<file path="src/rtl/mx_sysctl_if.sv">
// CPU-side bus bundle for mx_sysctl: address, write data, write strobe and
// the MMU decode strobes that select the page, palette and FDD ports.
interface mx_sysctl_if;
  logic [15:0] addr;
  logic [7:0]  din;
  logic        wr_n;
  logic        page_sel;
  logic        pal_sel;
  logic        fdd2_sel;

  modport master (
    output addr, din, wr_n, page_sel, pal_sel, fdd2_sel
  );

  modport slave (
    input addr, din, wr_n, page_sel, pal_sel, fdd2_sel
  );
endinterface

</file>
<file path="src/rtl/mx_sysctl.sv">
// mx_sysctl: Specialist MX system-control registers (RAM-disk page,
// palette latch, FDD drive/side port and CPU hold handshake).
// Optional feature macro: MX_HOLD_TIMEOUT_EN adds a hold timeout counter
// and the sticky hold_timeout flag; without it hold_timeout is tied low.
module mx_sysctl #(
  parameter int                 PAGE_BITS    = 4,
  parameter int                 NUM_RAMDISK  = 4,
  parameter int                 DRIVE_BITS   = 1,
  parameter logic [7:0]         PAL_RESET    = 8'hF0,
  parameter int                 TO_BITS      = 20,
  parameter logic [TO_BITS-1:0] HOLD_TIMEOUT = 20'd960000
) (
  input  logic                  clk_sys,
  input  logic                  reset_n,
  input  logic                  mx,
  input  logic                  mxd,
  input  logic                  rks_load,
  mx_sysctl_if.slave            bus,
  input  logic                  fdd_drq,
  input  logic                  fdd_busy,
  output logic [PAGE_BITS-1:0]  page,
  output logic                  romp,
  output logic                  page_fault,
  output logic [7:0]            color_mx,
  output logic                  fdd_side,
  output logic [DRIVE_BITS-1:0] fdd_drive,
  output logic                  cpu_hold,
  output logic                  hold_timeout
);

  localparam logic [3:0]           NRD      = 4'(NUM_RAMDISK);
  localparam logic [PAGE_BITS-1:0] PAGE_RAM = '0;
  localparam logic [PAGE_BITS-1:0] PAGE_ROM = PAGE_BITS'(1);
  localparam logic [PAGE_BITS-1:0] PAGE_RD0 = PAGE_BITS'(2);

  typedef enum logic {IDLE, HOLD} state_t;

  state_t                 state, state_nxt;
  logic                   old_wr_n;
  logic                   wr_fall;
  logic                   fdd2_we, fdd2_we_q, fdd2_rise;
  logic                   hold_req, hold_rel, to_hit;
  logic [PAGE_BITS-1:0]   page_nxt;
  logic                   fault_nxt;
  logic                   unused_addr;

  // Only A15 and the low two address bits are decoded here.
  assign unused_addr = ^bus.addr[14:2];

  assign wr_fall   = old_wr_n & ~bus.wr_n;
  assign fdd2_we   = ~bus.wr_n & bus.fdd2_sel;
  assign fdd2_rise = fdd2_we & ~fdd2_we_q;
  assign hold_req  = fdd2_rise & (bus.addr[1:0] == 2'd0);
  assign hold_rel  = fdd_drq | ~fdd_busy;

  // Next page / fault value: tape load, then A15 auto-zero, then CPU write.
  always_comb begin
    page_nxt  = page;
    fault_nxt = page_fault;
    if (rks_load) begin
      page_nxt = PAGE_RAM;
    end else if (!(mx && mxd) && bus.addr[15]) begin
      page_nxt = PAGE_RAM;
    end else if (wr_fall && bus.page_sel && mxd) begin
      case (bus.addr[1:0])
        2'b00: page_nxt = PAGE_RAM;
        2'b01: begin
          if ({1'b0, bus.din[2:0]} < NRD) begin
            page_nxt  = PAGE_RD0 + PAGE_BITS'(bus.din[2:0]);
            fault_nxt = 1'b0;
          end else begin
            fault_nxt = 1'b1;
          end
        end
        default: page_nxt = PAGE_ROM;
      endcase
    end
  end

  // Page register, ROM decode and the write-strobe edge history.
  always_ff @(posedge clk_sys) begin
    if (!reset_n) begin
      page       <= PAGE_ROM;
      romp       <= 1'b1;
      page_fault <= 1'b0;
      old_wr_n   <= 1'b1;
      fdd2_we_q  <= 1'b0;
    end else begin
      page       <= page_nxt;
      romp       <= (page_nxt == PAGE_ROM);
      page_fault <= fault_nxt;
      old_wr_n   <= bus.wr_n;
      fdd2_we_q  <= fdd2_we;
    end
  end

  // Palette latch, restored to its default while a tape image loads.
  always_ff @(posedge clk_sys) begin
    if (!reset_n) begin
      color_mx <= PAL_RESET;
    end else if (rks_load) begin
      color_mx <= PAL_RESET;
    end else if (wr_fall && bus.pal_sel) begin
      color_mx <= bus.din;
    end
  end

  // FDD side and drive select, one update per fdd2 write strobe.
  always_ff @(posedge clk_sys) begin
    if (!reset_n) begin
      fdd_side  <= 1'b0;
      fdd_drive <= '0;
    end else if (fdd2_rise) begin
      case (bus.addr[1:0])
        2'd2:    fdd_side  <= bus.din[0];
        2'd3:    fdd_drive <= bus.din[DRIVE_BITS-1:0];
        default: ;
      endcase
    end
  end

  // Hold FSM state register.
  always_ff @(posedge clk_sys) begin
    if (!reset_n) state <= IDLE;
    else          state <= state_nxt;
  end

  // Hold FSM transitions; a release always beats a request or a timeout.
  always_comb begin
    state_nxt = state;
    case (state)
      IDLE: if (hold_req && !hold_rel) state_nxt = HOLD;
      HOLD: begin
        if (hold_rel)      state_nxt = IDLE;
        else if (hold_req) state_nxt = HOLD;
        else if (to_hit)   state_nxt = IDLE;
      end
      default: state_nxt = IDLE;
    endcase
  end

  // Hold FSM output decode.
  always_comb begin
    cpu_hold = (state == HOLD);
  end

`ifdef MX_HOLD_TIMEOUT_EN
  localparam logic [TO_BITS-1:0] TO_LAST = HOLD_TIMEOUT - TO_BITS'(1);

  logic [TO_BITS-1:0] to_cnt;

  function automatic logic [TO_BITS-1:0] sat_inc(input logic [TO_BITS-1:0] v);
    sat_inc = (&v) ? v : v + TO_BITS'(1);
  endfunction

  assign to_hit = (to_cnt == TO_LAST);

  // Hold duration counter and sticky timeout flag; a new request restarts both.
  always_ff @(posedge clk_sys) begin
    if (!reset_n) begin
      to_cnt       <= '0;
      hold_timeout <= 1'b0;
    end else if (hold_req) begin
      to_cnt       <= '0;
      hold_timeout <= 1'b0;
    end else if (state == HOLD) begin
      to_cnt <= sat_inc(to_cnt);
      if (!hold_rel && to_hit) hold_timeout <= 1'b1;
    end
  end
`else
  assign to_hit       = 1'b0;
  assign hold_timeout = 1'b0;
`endif

endmodule

</file>
<file path="src/flat_wrapper.sv">
// flat-port wrapper written by rule: the top's interface ports become plain ports
module mx_sysctl_flat 
#(
  parameter int                 PAGE_BITS    = 4,
  parameter int                 NUM_RAMDISK  = 4,
  parameter int                 DRIVE_BITS   = 1,
  parameter logic [7:0]         PAL_RESET    = 8'hF0,
  parameter int                 TO_BITS      = 20,
  parameter logic [TO_BITS-1:0] HOLD_TIMEOUT = 20'd960000
)
  (clk_sys, reset_n, mx, mxd, rks_load, fdd_drq, fdd_busy, page, romp, page_fault, color_mx, fdd_side, fdd_drive, cpu_hold, hold_timeout, bus_addr, bus_din, bus_wr_n, bus_page_sel, bus_pal_sel, bus_fdd2_sel);
  mx_sysctl_if bus_i ();
  input  logic clk_sys;
  input  logic reset_n;
  input  logic mx;
  input  logic mxd;
  input  logic rks_load;
  input  logic fdd_drq;
  input  logic fdd_busy;
  output logic [PAGE_BITS-1:0] page;
  output logic romp;
  output logic page_fault;
  output logic [7:0] color_mx;
  output logic fdd_side;
  output logic [DRIVE_BITS-1:0] fdd_drive;
  output logic cpu_hold;
  output logic hold_timeout;
  input wire logic [$bits(bus_i.addr)-1:0] bus_addr;
  input wire logic [$bits(bus_i.din)-1:0] bus_din;
  input wire logic [$bits(bus_i.wr_n)-1:0] bus_wr_n;
  input wire logic [$bits(bus_i.page_sel)-1:0] bus_page_sel;
  input wire logic [$bits(bus_i.pal_sel)-1:0] bus_pal_sel;
  input wire logic [$bits(bus_i.fdd2_sel)-1:0] bus_fdd2_sel;
  assign bus_i.addr = bus_addr;
  assign bus_i.din = bus_din;
  assign bus_i.wr_n = bus_wr_n;
  assign bus_i.page_sel = bus_page_sel;
  assign bus_i.pal_sel = bus_pal_sel;
  assign bus_i.fdd2_sel = bus_fdd2_sel;
  mx_sysctl #(.PAGE_BITS(PAGE_BITS), .NUM_RAMDISK(NUM_RAMDISK), .DRIVE_BITS(DRIVE_BITS), .PAL_RESET(PAL_RESET), .TO_BITS(TO_BITS), .HOLD_TIMEOUT(HOLD_TIMEOUT)) u_core (.clk_sys(clk_sys), .reset_n(reset_n), .mx(mx), .mxd(mxd), .rks_load(rks_load), .bus(bus_i), .fdd_drq(fdd_drq), .fdd_busy(fdd_busy), .page(page), .romp(romp), .page_fault(page_fault), .color_mx(color_mx), .fdd_side(fdd_side), .fdd_drive(fdd_drive), .cpu_hold(cpu_hold), .hold_timeout(hold_timeout));
endmodule
</file>
<file path="config.mk">
export PLATFORM = sky130hd
export DESIGN_NAME = mx_sysctl_flat
export DESIGN_NICKNAME = d
export VERILOG_FILES = /design/src/rtl/mx_sysctl_if.sv /design/src/rtl/mx_sysctl.sv /design/src/flat_wrapper.sv
export SDC_FILE = /design/constraint.sdc
export NUM_CORES = 1
export LEC_CHECK = 0
export CELL_PAD_IN_SITES_DETAIL_PLACEMENT = 2
export CELL_PAD_IN_SITES_GLOBAL_PLACEMENT = 2
export CORE_MARGIN = 5
export CORE_UTILIZATION = 20
export DETAILED_ROUTE_END_ITERATION = 12
export HOLD_SLACK_MARGIN = 0.06
export PLACE_DENSITY = 0.78
export SLEW_MARGIN = 25
export SYNTH_ARGS = -nofsm -noshare
export SYNTH_HDL_FRONTEND = slang
export SYNTH_SLANG_ARGS = --single-unit
</file>
<file path="constraint.sdc">
create_clock -name clk_sys -period 3.3 [get_ports clk_sys]
set_clock_uncertainty 0.15 [all_clocks]
set_input_delay 0.66 -clock clk_sys [delete_from_list [all_inputs] [get_ports clk_sys]]
set_output_delay 0.66 -clock clk_sys [all_outputs]
set_load 0.02 [all_outputs]
</file>
==> impl_table.tex <==
\begin{tabular}{lr}
\hline
Metric & Value \\
\hline
\multicolumn{2}{l}{\textbf{Worst hold path}} \\
\quad Worst Hold Class & reg2reg \\
\quad Hold Path Depth & 2 \\
\quad Sink of the worst hold path & u\_core.color\_mx[4] \\
\quad Launch point of the worst hold path & u\_core.color\_mx[4] \\
\multicolumn{2}{l}{\textbf{Clock network}} \\
\quad Clock tree from TritonCTS & done \\
\quad Setup repair bufs after CTS & 0 \\
\quad Clock latency on the worst-skew pair & 250 ps \\
\quad Total clock buffers created by CTS & 3 \\
\quad Clock sink count & 19 \\
\quad Number of buffers on the longest clock path & 2 \\
\quad Post-cts gate resize count & 0 \\
\quad Root buffer cell & sky130\_fd\_sc\_hd\_\_clkbuf\_8 \\
\quad Hold bufs inserted after CTS & 0 \\
\quad Clock edge transition at the registers on the reported setup and hold paths & 70 ps \\
\quad CTS HTree Levels & 1 \\
\multicolumn{2}{l}{\textbf{Layout}} \\
\quad Layout Nets & 162 \\
\quad Count of antenna diodes in the layout & 0 \\
\quad Final Util & 32.47\% \\
\quad Final instance area & 0.001299 mm2 \\
\quad Layout overhead on the synthesized area & 57.75\% \\
\quad Fraction of final layout cells with drive strength greater than 1 & 6.349\% \\
\quad Final instance count without filler cells & 176 \\
\multicolumn{2}{l}{\textbf{Synthesis}} \\
\quad Top\_reg\_cell synth & sky130\_fd\_sc\_hd\_\_dfxtp\_1 \\
\quad Share of the synthesized area in the top cell type & 46.20\% \\
\quad Nets in the synthesized netlist & 121 \\
\quad Top post-synthesis cells by area & sky130\_fd\_sc\_hd\_\_dfxtp\_1, sky130\_fd\_sc\_hd\_\_mux2i\_1, sky130\_fd\_sc\_hd\_\_nor2\_1, sky130\_fd\_sc\_hd\_\_nand2b\_1, sky130\_fd\_sc\_hd\_\_nand4b\_4 \\
\quad Synthesized area & 823.3 um2 \\
\quad Async set-or-reset flop fraction in the synthesized netlist & 0\% \\
\quad Mux contribution to synthesized area & 15.20\% \\
\quad Xor/xnor share of the synthesized area & 0\% \\
\quad Most used standard cells in the synthesized netlist & sky130\_fd\_sc\_hd\_\_dfxtp\_1, sky130\_fd\_sc\_hd\_\_nor2\_1, sky130\_fd\_sc\_hd\_\_mux2i\_1 \\
\quad Number of distinct library cells after synthesis & 28 \\
\quad Synthesized-area fraction occupied by and/or/nand/nor cells & 26.60\% \\
\quad Synthesis-stage register bit count & 19 \\
\quad Yosys top cell by area & sky130\_fd\_sc\_hd\_\_dfxtp\_1 \\
\quad Dominant combinational cell family by area after synthesis & simple AND/OR/NAND/NOR gates \\
\quad Post-synthesis share of cell area spent on full adders, half adders and majority gates & 0\% \\
\quad Synthesized-area fraction occupied by ao, oa, aoi and oai cells & 8.663\% \\
\quad Leading cell type by number of instances after synthesis & sky130\_fd\_sc\_hd\_\_dfxtp\_1 \\
\quad EDFF count, synth & 0 \\
\quad Cell count after synthesis & 86 \\
\quad Post-Synthesis Mean Instance Area & 9.573 um2 \\
\quad Synthesis warning total & 0 \\
\quad Sequential-to-total area share from yosys stat & 46.20\% \\
\multicolumn{2}{l}{\textbf{Global route}} \\
\quad Remaining global-route overflow & 0 \\
\quad Pin count of the biggest net entering global routing & 11 \\
\quad Global-route total usage across every layer & 10.42\% \\
\quad Initial antenna violation count & 0 \\
\quad Wire length of the first global-routing pass & 4409 um \\
\quad Vias in the first global route & 874 \\
\multicolumn{2}{l}{\textbf{Die}} \\
\quad DIE WIDTH & 74.16 um \\
\quad Die Span Y & 74.16 um \\
\quad Total die area & 0.005500 mm2 \\
\quad Effective utilization at floorplan & 20.58\% \\
\quad Core area & 0.004000 mm2 \\
\quad Top-level port count & 53 \\
\quad Floorplan row count & 23 \\
\multicolumn{2}{l}{\textbf{Worst setup path}} \\
\quad Data arrival, critical path & 2050 ps \\
\quad Worst EP required & 3280 ps \\
\quad Biggest cell delay along the critical path & 640 ps \\
\quad Setup slack of the most critical reg-to-reg path & 1860 ps \\
\quad Setup CP Type & in2reg \\
\quad Type of element launching the critical path & input port \\
\quad Depth of the worst register-to-register path & 4 \\
\quad Crit path cell chain & clkdlybuf4s50\_1, and3b\_1, mux2\_4, o211ai\_2, a22oi\_1 \\
\quad Reg2Reg Launch Point & u\_core.old\_wr\_n \\
\quad Slowest CP cell & sky130\_fd\_sc\_hd\_\_clkdlybuf4s50\_1 \\
\quad Endpoint of the worst-slack reg-to-reg timing path & u\_core.romp \\
\quad Largest driver fanout on the critical path & 8 \\
\quad Critical path endpoint category & flip-flop \\
\multicolumn{2}{l}{\textbf{Power and ir drop}} \\
\quad Power per cell area & 371.1 mW/mm2 \\
\quad Pleak & 0.5293 nW \\
\quad Power, Total & 481.9 uW \\
\quad Worst VDD drop & 0.0002453 V \\
\multicolumn{2}{l}{\textbf{Drt}} \\
\quad Routed Wire Length & 2764 um \\
\quad Total vias in the final route & 775 \\
\quad Avg WL per Cell & 15.70 um \\
\quad Iteration-0 DRC Markers & 14 \\
\quad DR DRC count & 0 \\
\quad First-pass iteration count of the detailed router & 4 \\
\quad Number of routed nets with antenna violations & 0 \\
\quad Ratio of routed vias to standard cells & 4.403 \\
\multicolumn{2}{l}{\textbf{STA}} \\
\quad Max\_slew headroom & 62.88\% \\
\quad Final critical-path share of the clock period & 62.91\% \\
\quad Count of final hold-check violations & 0 \\
\quad Post-Route Hold Slack & 335.5 ps \\
\quad Final critical-path setup slack & 1224 ps \\
\quad Post-layout minimum cycle time & 2076 ps \\
\quad Summed negative setup slack over all endpoints & 0 ps \\
\quad Final-report max-slew violation count & 0 \\
\quad Setup repair after global routing missed its margin & false \\
\quad Final setup violation count & 0 \\
\quad Slew at the pin closest to its max-slew limit & 555.2 ps \\
\quad Max Freq & 481.7 MHz \\
\multicolumn{2}{l}{\textbf{Outcome}} \\
\quad Run status & finished clean \\
\multicolumn{2}{l}{\textbf{Placement}} \\
\quad Total cell area at the placement stage & 0.001254 mm2 \\
\quad Setup Slack @ Placement & 937.2 ps \\
\quad Weighted congestion reported at the end of routability-driven placement & 0.7190 \\
\quad Port bufs & 38 \\
\quad Number of cells after detailed placement & 172 \\
\quad DPL Wire Length & 2326 um \\
\multicolumn{2}{l}{\textbf{Run}} \\
\quad Reported max-cap violation count & 0 \\
\hline
\end{tabular}
-- report_power, final --
part           total [mW]  switching [mW]  leakage, nW  internal [mW]
registers           0.238         0.00327        0.155          0.235
logic              0.0808          0.0366        0.352         0.0443
clock network       0.163          0.0772       0.0228         0.0858
total               0.482           0.117        0.529          0.365
-- worst max-delay path by stage --
stage                    endpoint  startpoint  slack [ps]
2_1_floorplan         u_core.romp    bus_wr_n        1600
3_5_place_dp   u_core.color_mx[6]    bus_wr_n         940
5_1_grt        u_core.color_mx[0]    bus_wr_n        1140
4_1_cts        u_core.color_mx[6]    bus_wr_n        1210
3_3_place_gp          u_core.romp  bus_din[2]         940
6_report              u_core.romp  bus_din[2]        1220
-- registers in the layout (all words and copies together), names as in the netlist --
register and cells:
u_core.romp 1, u_core.fdd_drive 1, u_core.page 4, u_core.old_wr_n 1
u_core.page_fault 1, u_core.fdd_side 1, u_core.fdd2_we_q 1, u_core.cpu_hold 1
u_core.color_mx 8
-- worst max-delay path, delay by kind of cell --
| family | cells | cell delay [ps] |
|---|---|---|
| buf+inv | 1 | 640 |
| mux | 1 | 270 |
| compound gates | 2 | 260 |
| simple gates | 1 | 220 |
-- per-layer routing --
metal / track usage (%) / wire length [um]
met1: 11.33 / 1032
met5: 0 / 0
met4: 2.817 / 0
met2: 20.47 / 1648
met3: 1.757 / 83
-- layout make-up --
type / instances / area, um2
clock buffer: 4 / 45.04
multi-input combinational: 62 / 419.2
timing repair buffer: 38 / 380.4
inverter: 3 / 11.26
sequential: 19 / 380.4
fill: 444 / 2701
tap: 50 / 62.56
-- cells by family after synthesis --
family                 Yosys count
and+or+nand+nor                 38
muxes                           12
other                            1
DFF                             19
AOI/OAI and AO/OA               11
buffers and inverters            5
-- cells in the final DEF, fill, tap and decap left out, types with 2 or more instances in the layout --
cell,n
sky130_fd_sc_hd__clkdlybuf4s50_1,38
sky130_fd_sc_hd__o21ai_0,3
sky130_fd_sc_hd__nand2_1,6
sky130_fd_sc_hd__nor3b_1,2
sky130_fd_sc_hd__a22oi_1,2
sky130_fd_sc_hd__nor2_1,13
sky130_fd_sc_hd__nand2b_1,4
sky130_fd_sc_hd__a21oi_1,2
sky130_fd_sc_hd__inv_1,3
sky130_fd_sc_hd__nand3_1,3
sky130_fd_sc_hd__nor3_1,2
sky130_fd_sc_hd__dfxtp_1,19
sky130_fd_sc_hd__clkbuf_8,3
sky130_fd_sc_hd__mux2i_1,11
Note: power is estimated with default switching activity, not from simulation.
